==> config.mk <==
export PLATFORM = sky130hd
export DESIGN_NAME = div_seq
export DESIGN_NICKNAME = d
export VERILOG_FILES = /design/src/rtl/div_seq.sv
export SDC_FILE = /design/constraint.sdc
export NUM_CORES = 1
export LEC_CHECK = 0
export BUFFER_PORTS_ARGS = -buffer_cell sky130_fd_sc_hd__buf_2
export CELL_PAD_IN_SITES_DETAIL_PLACEMENT = 1
export CELL_PAD_IN_SITES_GLOBAL_PLACEMENT = 1
export CORE_MARGIN = 5
export CORE_UTILIZATION = 40
export DETAILED_ROUTE_END_ITERATION = 8
export PLACE_DENSITY_LB_ADDON = 0.1
export SLEW_MARGIN = 20
export SYNTH_ARGS = -nofsm -noshare
export SYNTH_HDL_FRONTEND = slang
export SYNTH_SLANG_ARGS = --single-unit
==> constraint.sdc <==
create_clock -name clk -period 4.9 [get_ports clk]
set_input_delay 0.49 -clock clk [delete_from_list [all_inputs] [get_ports clk]]
set_output_delay 0.49 -clock clk [all_outputs]
set_load 0.01 [all_outputs]
==> src/rtl/div_seq.sv <==
// div_seq: iterative 32-bit restoring divider for the execute stage.
// One quotient bit per clock over 32 iterations, plus a finalize edge that
// applies the sign fix-ups. Divide-by-zero short-circuits to the RISC-V
// result {dividend, all-ones}. The result and ready flag are held until the
// requester drops start_i, and annul_i aborts from any state.

module div_seq (
  input  logic        clk,
  input  logic        rst,
  input  logic        signed_div_i,
  input  logic [31:0] opdata1_i,
  input  logic [31:0] opdata2_i,
  input  logic        start_i,
  input  logic        annul_i,
  output logic [63:0] result_o,
  output logic        ready_o
);

  typedef enum logic [1:0] {
    FREE   = 2'b00,
    BYZERO = 2'b01,
    ON     = 2'b10,
    END    = 2'b11
  } divState_e;

  divState_e   state_q, state_d;
  logic [5:0]  cnt_q, cnt_d;
  logic [32:0] r_q, r_d;
  logic [31:0] q_q, q_d;
  logic [31:0] d_q, d_d;
  logic        negQ_q, negQ_d;
  logic        negR_q, negR_d;
  logic [63:0] result_q, result_d;
  logic        ready_q, ready_d;

  logic        sign1;
  logic        sign2;
  logic [31:0] mag1;
  logic [31:0] mag2;
  logic [33:0] stepT;
  logic [33:0] stepDiff;
  logic        stepGe;
  logic [31:0] finalQuot;
  logic [31:0] finalRem;

  // Operand magnitudes and sign flags taken when a request is accepted.
  always_comb begin
    sign1 = signed_div_i & opdata1_i[31];
    sign2 = signed_div_i & opdata2_i[31];
    mag1  = sign1 ? (32'd0 - opdata1_i) : opdata1_i;
    mag2  = sign2 ? (32'd0 - opdata2_i) : opdata2_i;
  end

  // One restoring step: shift the next dividend bit into the partial
  // remainder and subtract the divisor when it fits. The partial remainder
  // is always below the divisor, so its top bit stays zero.
  always_comb begin
    stepT    = {r_q, q_q[31]};
    stepGe   = (stepT >= {2'b00, d_q});
    stepDiff = stepT - {2'b00, d_q};
  end

  // Sign correction of the finished magnitudes.
  always_comb begin
    finalQuot = negQ_q ? (32'd0 - q_q) : q_q;
    finalRem  = negR_q ? (32'd0 - r_q[31:0]) : r_q[31:0];
  end

  // Next-state and datapath control; annul_i overrides everything.
  always_comb begin
    state_d  = state_q;
    cnt_d    = cnt_q;
    r_d      = r_q;
    q_d      = q_q;
    d_d      = d_q;
    negQ_d   = negQ_q;
    negR_d   = negR_q;
    result_d = result_q;
    ready_d  = ready_q;

    unique case (state_q)
      FREE: begin
        if (start_i && !annul_i) begin
          if (opdata2_i == 32'd0) begin
            state_d = BYZERO;
          end else begin
            state_d = ON;
            cnt_d   = 6'd0;
            r_d     = 33'd0;
            q_d     = mag1;
            d_d     = mag2;
            negQ_d  = sign1 ^ sign2;
            negR_d  = sign1;
          end
        end
      end

      BYZERO: begin
        if (annul_i) begin
          state_d  = FREE;
          result_d = 64'd0;
          ready_d  = 1'b0;
        end else begin
          state_d  = END;
          result_d = {opdata1_i, 32'hFFFF_FFFF};
          ready_d  = 1'b1;
        end
      end

      ON: begin
        if (annul_i) begin
          state_d  = FREE;
          result_d = 64'd0;
          ready_d  = 1'b0;
        end else if (cnt_q != 6'd32) begin
          if (stepGe) begin
            r_d = stepDiff[32:0];
            q_d = {q_q[30:0], 1'b1};
          end else begin
            r_d = stepT[32:0];
            q_d = {q_q[30:0], 1'b0};
          end
          cnt_d = cnt_q + 6'd1;
        end else begin
          state_d  = END;
          result_d = {finalRem, finalQuot};
          ready_d  = 1'b1;
        end
      end

      END: begin
        if (annul_i || !start_i) begin
          state_d  = FREE;
          result_d = 64'd0;
          ready_d  = 1'b0;
        end
      end

      default: begin
        state_d  = FREE;
        result_d = 64'd0;
        ready_d  = 1'b0;
      end
    endcase
  end

  // State and datapath registers; reset aborts any operation at once.
  always_ff @(posedge clk or negedge rst) begin
    if (!rst) begin
      state_q  <= FREE;
      cnt_q    <= 6'd0;
      r_q      <= 33'd0;
      q_q      <= 32'd0;
      d_q      <= 32'd0;
      negQ_q   <= 1'b0;
      negR_q   <= 1'b0;
      result_q <= 64'd0;
      ready_q  <= 1'b0;
    end else begin
      state_q  <= state_d;
      cnt_q    <= cnt_d;
      r_q      <= r_d;
      q_q      <= q_d;
      d_q      <= d_d;
      negQ_q   <= negQ_d;
      negR_q   <= negR_d;
      result_q <= result_d;
      ready_q  <= ready_d;
    end
  end

  assign result_o = result_q;
  assign ready_o  = ready_q;

endmodule

; ---- Word-level counts from Yosys, hierarchy flattened
; Cells that the tools add are included.
[word_totals]
regBits = 172
inputBits = 69
output_inout_bits = 65
word_cells = 80
[classes]
addsub = 6
order_cmp = 1
n_eq_ne = 10
n_mux = 38
bitwise = 4
reduce_logical = 12
[ops]
columns = op, count
row1 = 2-to-1 mux 32 bit, 8
row2 = 2-to-1 mux 64 bit, 4
row3 = case mux 64 bit (3 select lines), 1
row4 = 2-to-1 mux 33 bit, 5
row5 = subtractor 1 x 32 -> 32 bit (first input constant), 4
row6 = case mux 33 bit (2 select lines), 1
row7 = case mux 32 bit (2 select lines), 1
row8 = >= comparator 34 x 32 -> 1 bit, 1
row9 = subtractor 33 x 32 -> 33 bit, 1
row10 = zero test 32 bit, 1
row11 = 2-to-1 mux 6 bit, 4
row12 = 2-to-1 mux 2 bit, 6
row13 = case mux 6 bit (2 select lines), 1
row14 = inequality test 2 bit (second input constant), 5
row15 = AND reduction 3 bit, 3
row16 = case mux 2 bit (4 select lines), 1
row17 = adder 6 x 1 -> 6 bit (second input constant), 1
row18 = inequality test 6 bit (second input constant), 1
row19 = 2-to-1 mux 1 bit, 5
row20 = AND reduction 5 bit, 1
row21 = == test 2 bit (second input constant), 2
row22 = inequality test 3 bit (second input constant), 1
row23 = case mux 1 bit (3 select lines), 1
row24 = nonzero test 3 bit, 1
row25 = 9 further kinds, 11

; ---- Logic depth before layout (Yosys ltp)
; Gate-level depths: netlist of run 1.
[logic_depth]
word_depth = 5
ltp_mapped = 14
ltp_nobuf = 12

; ---- Worst setup path after synthesis of run 1
; OpenSTA, ideal clock, no wires.
[synth_path]
path_kind = register to register
startpoint = register q_q[31]
endpoint = register r_q[18]
arrival_time_ns = 2.857
required_time_ns = 4.784
slack_ns = 1.927
path_stages_with_launch = 15
n_path_buf = 2
synth_period_minus_slack_ns = 2.973
cell_sequence = dfrtp_1 -> inv_1 -> ha_1 -> inv_1 -> fa_1 -> a21oi_1 -> o211ai_1 -> a22oi_1 -> nand2_1 -> a21oi_1 -> o31a_1 -> clkbuf_1 -> clkbuf_1 -> nand4_1 -> o311ai_0
[synth_between]
elab_chain_cells = 5
elab_cells_between_ends = 6
[synth_lines]
columns = item, line
row1 = from (decl), 29  ; logic [31:0] q_q, q_d;
row2 = from (signal assigned), 163  ; q_q <= q_d;
row3 = subtractor 33 x 32 -> 33 bit or >= comparator 34 x 32 -> 1 bit (tied branches), "60, 59"
row4 = 2-to-1 mux 33 bit *, 116  ; if (stepGe) begin
row5 = 2-to-1 mux 33 bit *, 115  ; end else if (cnt_q != 6'd32) begin
row6 = 2-to-1 mux 33 bit *, 111  ; if (annul_i) begin
row7 = case mux 33 bit (2 select lines) *, 81  ; unique case (state_q)
row8 = to (signal assigned), 162  ; r_q <= r_d;
row9 = to (decl), 28  ; logic [32:0] r_q, r_d;
; Every way passes the cells marked *; elsewhere a longest branch is shown, timed or not. The select of a mux whose other input is x is not followed.
; A chain may end at the register's enable or synchronous reset.

; ---- Final worst setup path of run 1
[layout_path]
startpoint = register q_q[31]
endpoint = register r_q[7]
; The elaborated chain is that of the path after synthesis.

==> summary.txt, run 1 <==
STA
  – Fmax: 0.257 GHz
  – Final period util: 79.3%
  – Rel. slew slack: 32.5%
  – Worst-Margin Slew: 1010 ps
  – Minimum clock period: 3880 ps
  – Slew Limit Fails: 0
  – Sum Neg Setup Slack: 0 ps
  – Clock skew: 12.0 ps
  – Final hold vios: 0
  – RSZ-0062 raised after global routing: false
  – # setup viols final: 0
  – Fin worst setup slack: 1020 ps

CTS
  – CTS max path bufs: 2
  – CTS Sinks: 172
  – Setup bufs post-CTS: 0
  – H-Tree Depth: 4
  – TritonCTS clock tree: yes
  – Number of gates resized after cts: 0
  – CTS buffer count: 17
  – Hold_buf cts: 0
  – Clock transition at the registers of the reported paths: 60 ps
  – Latest clock arrival within the worst-skew pair: 440 ps
  – CTS Root Buffer Type: clkbuf_16

GRT
  – Pin count of the biggest net entering global routing: 88
  – Total track usage: 22.0%
  – Global-route wire length before repair: 60.1 mm
  – Total grt overflow: 0
  – Initial antenna violation count: 2
  – Vias in the first global route: 11214

Routing
  – Vias per cell: 5.60
  – Routed Antenna Nets: 0
  – DRC Markers: 0
  – DR iter-0 viols: 396
  – DR WL/cell: 18.8 um
  – Post-Route WL: 36.6 mm
  – Drt pass-1 iters: 6
  – Via count: 10859

Setup path
  – Top delay family on crit path: compound AO/OA/AOI/OAI gates
  – Crit path max-delay cell type: o31a_2
  – Worst path required time: 5200 ps
  – RR Startpoint: q_q[31]
  – Critical Path Sink Type: register
  – WP data arrival: 4190 ps
  – Worst-path cell chain: inv_1 > ha_1 > inv_1 > fa_1 > a21oi_1 > o211ai_1 > a22oi_1 > nand2_1 > a21oi_1 > o31a_2 > buf_4 > mux2i_1 > o31ai_1
  – Setup CP Type: reg -> reg
  – Max incr delay on CP: 650 ps
  – Buf+Inv Stages, Crit Path: 3
  – Critical Path Start: q_q[31]
  – Crit Path Max Fanout: 37
  – Critical path launch point type: register

Pwr
  – Peak supply drop: 314 uV
  – Static Leakage: 5.80 nW
  – PD cells: 708 nW/um2
  – Tot Pwr: 9.58 mW

Layout
  – Layout area overhead: 13.5%
  – Fillers: 3669
  – Multi-input gate area: 7060 um2
  – Storage cell area: 4300 um2
  – Layout cells sized above 1: 13.7%
  – Total Nets Final: 1647

Yosys
  – Fraction of registers with async set or reset after synthesis: 100%
  – EDFF count, synth: 0
  – Synth warn: 0
  – Synth cell types: 72
  – Cell Area, Synth: 11900 um2
  – Syn Nets: 1565
  – Synth Register Bits: 172
  – Synth Flop Type: dfrtp_1
  – Register area share after synthesis: 36.1%
  – Syn Area/Cell: 8.20 um2
  – Mapped Cells: 1453

Placement
  – Pre-CTS setup slack: 1060 ps
  – Post-DP HPWL: 27.9 mm
  – Final RePlAce weighted congestion: 0.887
  – Buffers added on ports: 133

Floorplanning
  – Cell row count: 63
  – Die Y: 183 um
  – Initial Util: 40.3%
  – I/O pins: 134
  – Core ar.: 29600 um2
  – Die extent in x: 183 um
  – Die ar.: 33300 um2

Outcome
  – Status: completed

Flow run
  – Max-cap viol count: 0

Worst hold path
  – Hold Path Class: in -> async
==> cell families after synthesis <==
group | count (synthesis) | share of synthesized area, %
xor+xnor | 146 | 10.7
simple gates | 486 | 19.2
flops | 172 | 36.1
buf+inv | 140 | 4.86
compound gates | 459 | 23.9
fa+ha+maj | 43 | 4.58
mux | 7 | 0.598
==> area by class of cell <==
type,count,share of cell area (%)
Clock inverter,10,1.38
Antenna cell,2,0.0370
Multi-Input combinational cell,1141,52.2
Inverter,54,1.50
Timing Repair Buffer,149,5.97
Clock buffer,22,3.50
Tap cell,390,3.61
Sequential cell,172,31.8
==> layout by cell type (no fill, tap or decap), drive strengths merged, types with 18 or more instances in the layout <==
| cell | netlist | final |
|---|---|---|
| clkbuf | 74 | 22 |
| xor2 | 66 | 66 |
| xnor2 | 80 | 80 |
| nand2 | 182 | 182 |
| nor3 | 18 | 18 |
| o31ai | 34 | 34 |
| buf | 11 | 149 |
| ha | 42 | 42 |
| o21ai | 171 | 171 |
| nand3 | 41 | 41 |
| inv | 53 | 53 |
| nor2 | 127 | 127 |
| a221oi | 24 | 24 |
| dfrtp | 172 | 172 |
| or3 | 24 | 24 |
| a21oi | 120 | 120 |
==> worst reg2reg max path, cell delays in order (launching register included) <==
cell	delay (ps)
dfrtp_1	360
inv_1	270
ha_1	240
inv_1	60
fa_1	400
a21oi_1	230
o211ai_1	230
a22oi_1	280
nand2_1	110
a21oi_1	320
o31a_2	650
buf_4	320
mux2i_1	210
o31ai_1	80
==> report_power, final <==
group | switching [mW] | leakage [nW] | total (mW) | internal (mW)
Clock | 0.591 | 0.313 | 1.54 | 0.947
Combinational | 3.30 | 3.31 | 5.35 | 2.05
Sequential | 0.657 | 2.17 | 2.69 | 2.03
Total | 4.55 | 5.80 | 9.58 | 5.03
==> stage by stage <==
| step | instances | util (%) | area [um2] | hold slack (ps) |
|---|---|---|---|---|
| floorplan | 1453 | - | 11900 | 194 |
| detailed placement | 1906 | 43.5 | 12900 | 465 |
| finish | 1940 | 45.8 | 13500 | 125 |
| global placement | 1905 | 43.5 | 12900 | 455 |
| global route | 1940 | 45.8 | 13500 | 189 |
| CTS | 1938 | 45.8 | 13500 | 165 |
==> cells in the mapped netlist (all sizes together), types with 7 or more instances <==
cell type	instances	area [um2]
a211oi	10	75.1
a21o	7	52.6
a21oi	120	601
a221oi	24	216
a32oi	11	96.3
and2	8	50.1
buf	11	52.6
clkbuf	74	312
dfrtp	172	4300
ha	42	526
inv	53	199
nand2	182	683
nand2b	14	87.6
nand3	41	205
nand4	16	100
nor2	127	477
nor3	18	95.1
nor4	13	93.8
o211ai	14	105
o21ai	171	856
o311ai	15	131
o31ai	34	274
o41ai	16	148
or3	24	156
or4	16	136
xnor2	80	701
xor2	66	578
==> per-layer routing <==
layer | share of wire (%) | global-route usage (%)
met5 | 0 | 0
met4 | 1.5 | 5.52
met3 | 2.7 | 2.69
met2 | 49 | 38.4
met1 | 46 | 29.1
==> registers in the layout (all words and copies together) (netlist names) <==
signal	flops
negR_q	1
q_q	32
r_q	33
cnt_q	6
d_q	32
result_o	64
state_q	2
negQ_q	1
ready_o	1
==> path summary, 6_finish.rpt <==
check,end,slack (ps),depth (start not counted)
worst min-delay path,result_o[7],130,1
max in group asynchronous,result_o[4],3550,2
worst min register to register,result_o[15],470,2
worst max register to register,r_q[7],1020,13
min in group clk,result_o[61],370,3
worst max-delay path,r_q[7],1020,13
Note: power is estimated with default switching activity, not from simulation.
==> run 2: changes to the inputs <==
==> constraint.sdc (replaced) <==
create_clock -name clk -period 3.5 [get_ports clk]
set_input_delay 0.35 -clock clk [delete_from_list [all_inputs] [get_ports clk]]
set_output_delay 0.35 -clock clk [all_outputs]
set_load 0.01 [all_outputs]
==> run 2 against run 1 <==
Net effect: sequential power rose by 39%; routed wire length increased by 2.3%; largest power group unchanged; design area up 1.3%; critical path type unchanged; fmax increased by 23%; non-clock buffer count rose by 22; combinational power increased by 46%; count of clock-buffer cells in the layout shrank 3; die area unchanged; via count grew 0.71%; highest routed layer unchanged; final cell count rose by 1.1%.
==> summary.txt, run 2 (same netlist as run 1, synthesis figures left out) <==
Outcome
  – Status: completed

CTS
  – CTS Sinks: 172 (unchanged)
  – Clock transition at the registers of the reported paths: 70 ps (about the same)
  – H-Tree Depth: 4 (unchanged)
  – TritonCTS clock tree: yes
  – CTS max path bufs: 2 (unchanged)
  – Number of gates resized after cts: 0 (unchanged)
  – Latest clock arrival within the worst-skew pair: 450 ps (about the same)
  – CTS buffer count: 17 (unchanged)
  – CTS Root Buffer Type: clkbuf_16

Flow run
  – Max-cap viol count: 0 (unchanged)

Layout
  – Layout cells sized above 1: 15.0% (+1.3 points)
  – Multi-input gate area: 7060 um2 (unchanged)
  – Total Nets Final: 1669 (+1.3%)
  – Number of flip-flops in the largest register: 64 (unchanged)
  – Most frequent cells in the layout: 182 x nand2_1, 172 x dfrtp_1, 171 x o21ai_0
  – Final core occ: 46.4% (+0.61 points)
  – Final Non-Filler Cells: 1961 (+1.1%)
  – Fillers: 3602 (-1.8%)
  – Commonest non-fill, non-tap cell in the layout: nand2_1
  – Layout area overhead: 15.1%
  – Storage cell area: 4300 um2 (unchanged)
  – Design area: 13700 um2 (+1.3%)

Routing
  – DR WL/cell: 19.1 um (+1.2%)
  – Via count: 10936 (+0.71%)
  – Post-Route WL: 37.4 mm (+2.3%)
  – Vias per cell: 5.58 (-0.37%)
  – DRC Markers: 0 (unchanged)
  – DR iter-0 viols: 507 (+28%)
  – Routed Antenna Nets: 0 (unchanged)
  – Drt pass-1 iters: 4 (-2)

Floorplanning
  – Cell row count: 63 (unchanged)
  – Core ar.: 29600 um2 (unchanged)
  – Die Y: 183 um (unchanged)
  – Die extent in x: 183 um (unchanged)
  – I/O pins: 134 (unchanged)
  – Initial Util: 40.3% (unchanged)
  – Die ar.: 33300 um2 (unchanged)

Setup path
  – Worst R2R End: result_o[60]
  – Critical path launch point type: register
  – WP data arrival: 3470 ps (-720 ps)
  – Crit Path Max Fanout: 7 (-81%)
  – Setup CP Type: reg -> reg
  – RR Startpoint: r_q[11]
  – Setup slack, reg-to-reg: 350 ps (-660 ps)
  – R2R cell count: 8 (-5)
  – Worst path required time: 3820 ps (-1380 ps)
  – Critical Path Sink Type: register

Worst hold path
  – Hold Path Depth: 4
  – Hold Path Class: in -> reg
  – Hold path endpoint: d_q[4]
  – Hold Startpoint: opdata2_i[4]

GRT
  – Total grt overflow: 0 (unchanged)
  – Total track usage: 22.6% (+0.55 points)
  – Vias in the first global route: 11364 (+1.3%)
  – Pin count of the biggest net entering global routing: 77 (-13%)
  – Global-route wire length before repair: 61.4 mm (+2.2%)
  – Initial antenna violation count: 1 (-1)

Pwr
  – PD cells: 990 nW/um2 (+40%)
  – Tot Pwr: 13.6 mW (+42%)
  – Peak supply drop: 501 uV (+60%)
  – Static Leakage: 5.91 nW (+1.9%)

Placement
  – Placed Area: 13100 um2 (+1.7%)
  – Final RePlAce weighted congestion: 0.893 (+0.68%)
  – Dpl cells: 1927 (+1.1%)
  – Post-DP HPWL: 28.6 mm (+2.7%)
  – Buffers added on ports: 133 (unchanged)

STA
  – Rel. slew slack: 43.8% (+11 points)
  – # setup viols final: 0 (unchanged)
  – Worst-Margin Slew: 842 ps (-171 ps)
  – Clock skew: 17.3 ps (+5.35 ps)
  – Minimum clock period: 3150 ps (-737 ps)
  – Final period util: 89.9% (+11 points)
  – Slew Limit Fails: 0 (unchanged)
  – Sum Neg Setup Slack: 0 ps (unchanged)
  – Final hold vios: 0 (unchanged)
  – Fmax: 0.318 GHz (+23%)
  – RSZ-0062 raised after global routing: false
-- run 2: cell types whose count changed in the layout (fill, tap and decap cells not counted) --
cell           before  now
dlygate4sd3_1       0    1
clkinv_2            1    2
diode_2             2    1
clkinv_4            1    2
clkinvlp_4          3    4
bufinv_16           5    3
clkbuf_8            3    2
clkbuf_1            2    0
buf_6               2    1
buf_4              14   31
buf_12              1    6
inv_6               0    2
-- run 2: critical path: stages (launching register included) --
cell and delay [ps]:
dfrtp_1 480, or4_4 570, or4b_4 530, or3_2 550
o31ai_2 310, nand2_1 110, xor2_1 150, a221oi_1 270
nor2_1 60
-- run 2: layer usage --
layer | GRT usage, % | vias up | part of all wire, %
met5 | 0 | - | 0
met4 | 5.31 | 0 | 1.4
met1 | 30.2 | 5293 | 46
met2 | 39.1 | 190 | 49
li1 | - | 5419 | -
met3 | 2.83 | 34 | 3.4
-- run 2: layout make-up --
type	instances	area share [%]
multi-input combinational	1141	51.5
sequential	172	31.4
timing repair buffer	171	7.55
tap	390	3.56
clock buffer	19	3.30
inverter	54	1.48
clock inverter	13	1.20
antenna	1	0.0182
-- run 2: metrics by stage --
stage / setup WS (ps) / hold WS [ps]
finish: 352 / 215
detailed placement: 369 / 330
global placement: 446 / 326
floorplan: 527 / 54.4
CTS: 345 / 204
global route: 55.7 / 225
-- run 2: worst max-delay path by stage --
stage / start / endpoint / depth (start not counted)
after detailed placement: r_q[11] / result_o[60] / 8
after global routing: r_q[11] / r_q[13] / 9
final: r_q[11] / result_o[60] / 8
after global placement: r_q[11] / result_o[60] / 8
after floorplan: q_q[31] / r_q[18] / 14
after CTS: r_q[11] / result_o[60] / 8
-- run 2: timing repair --
item                                   CTS  global route
setup buffers                            0             0
hold buffers                             1             0
endpoints found under the hold margin   45             0
-- run 2: power breakdown --
part / internal, mW / switching (mW)
registers: 2.85 / 0.887
clock network: 1.17 / 0.861
logic: 3.06 / 4.75
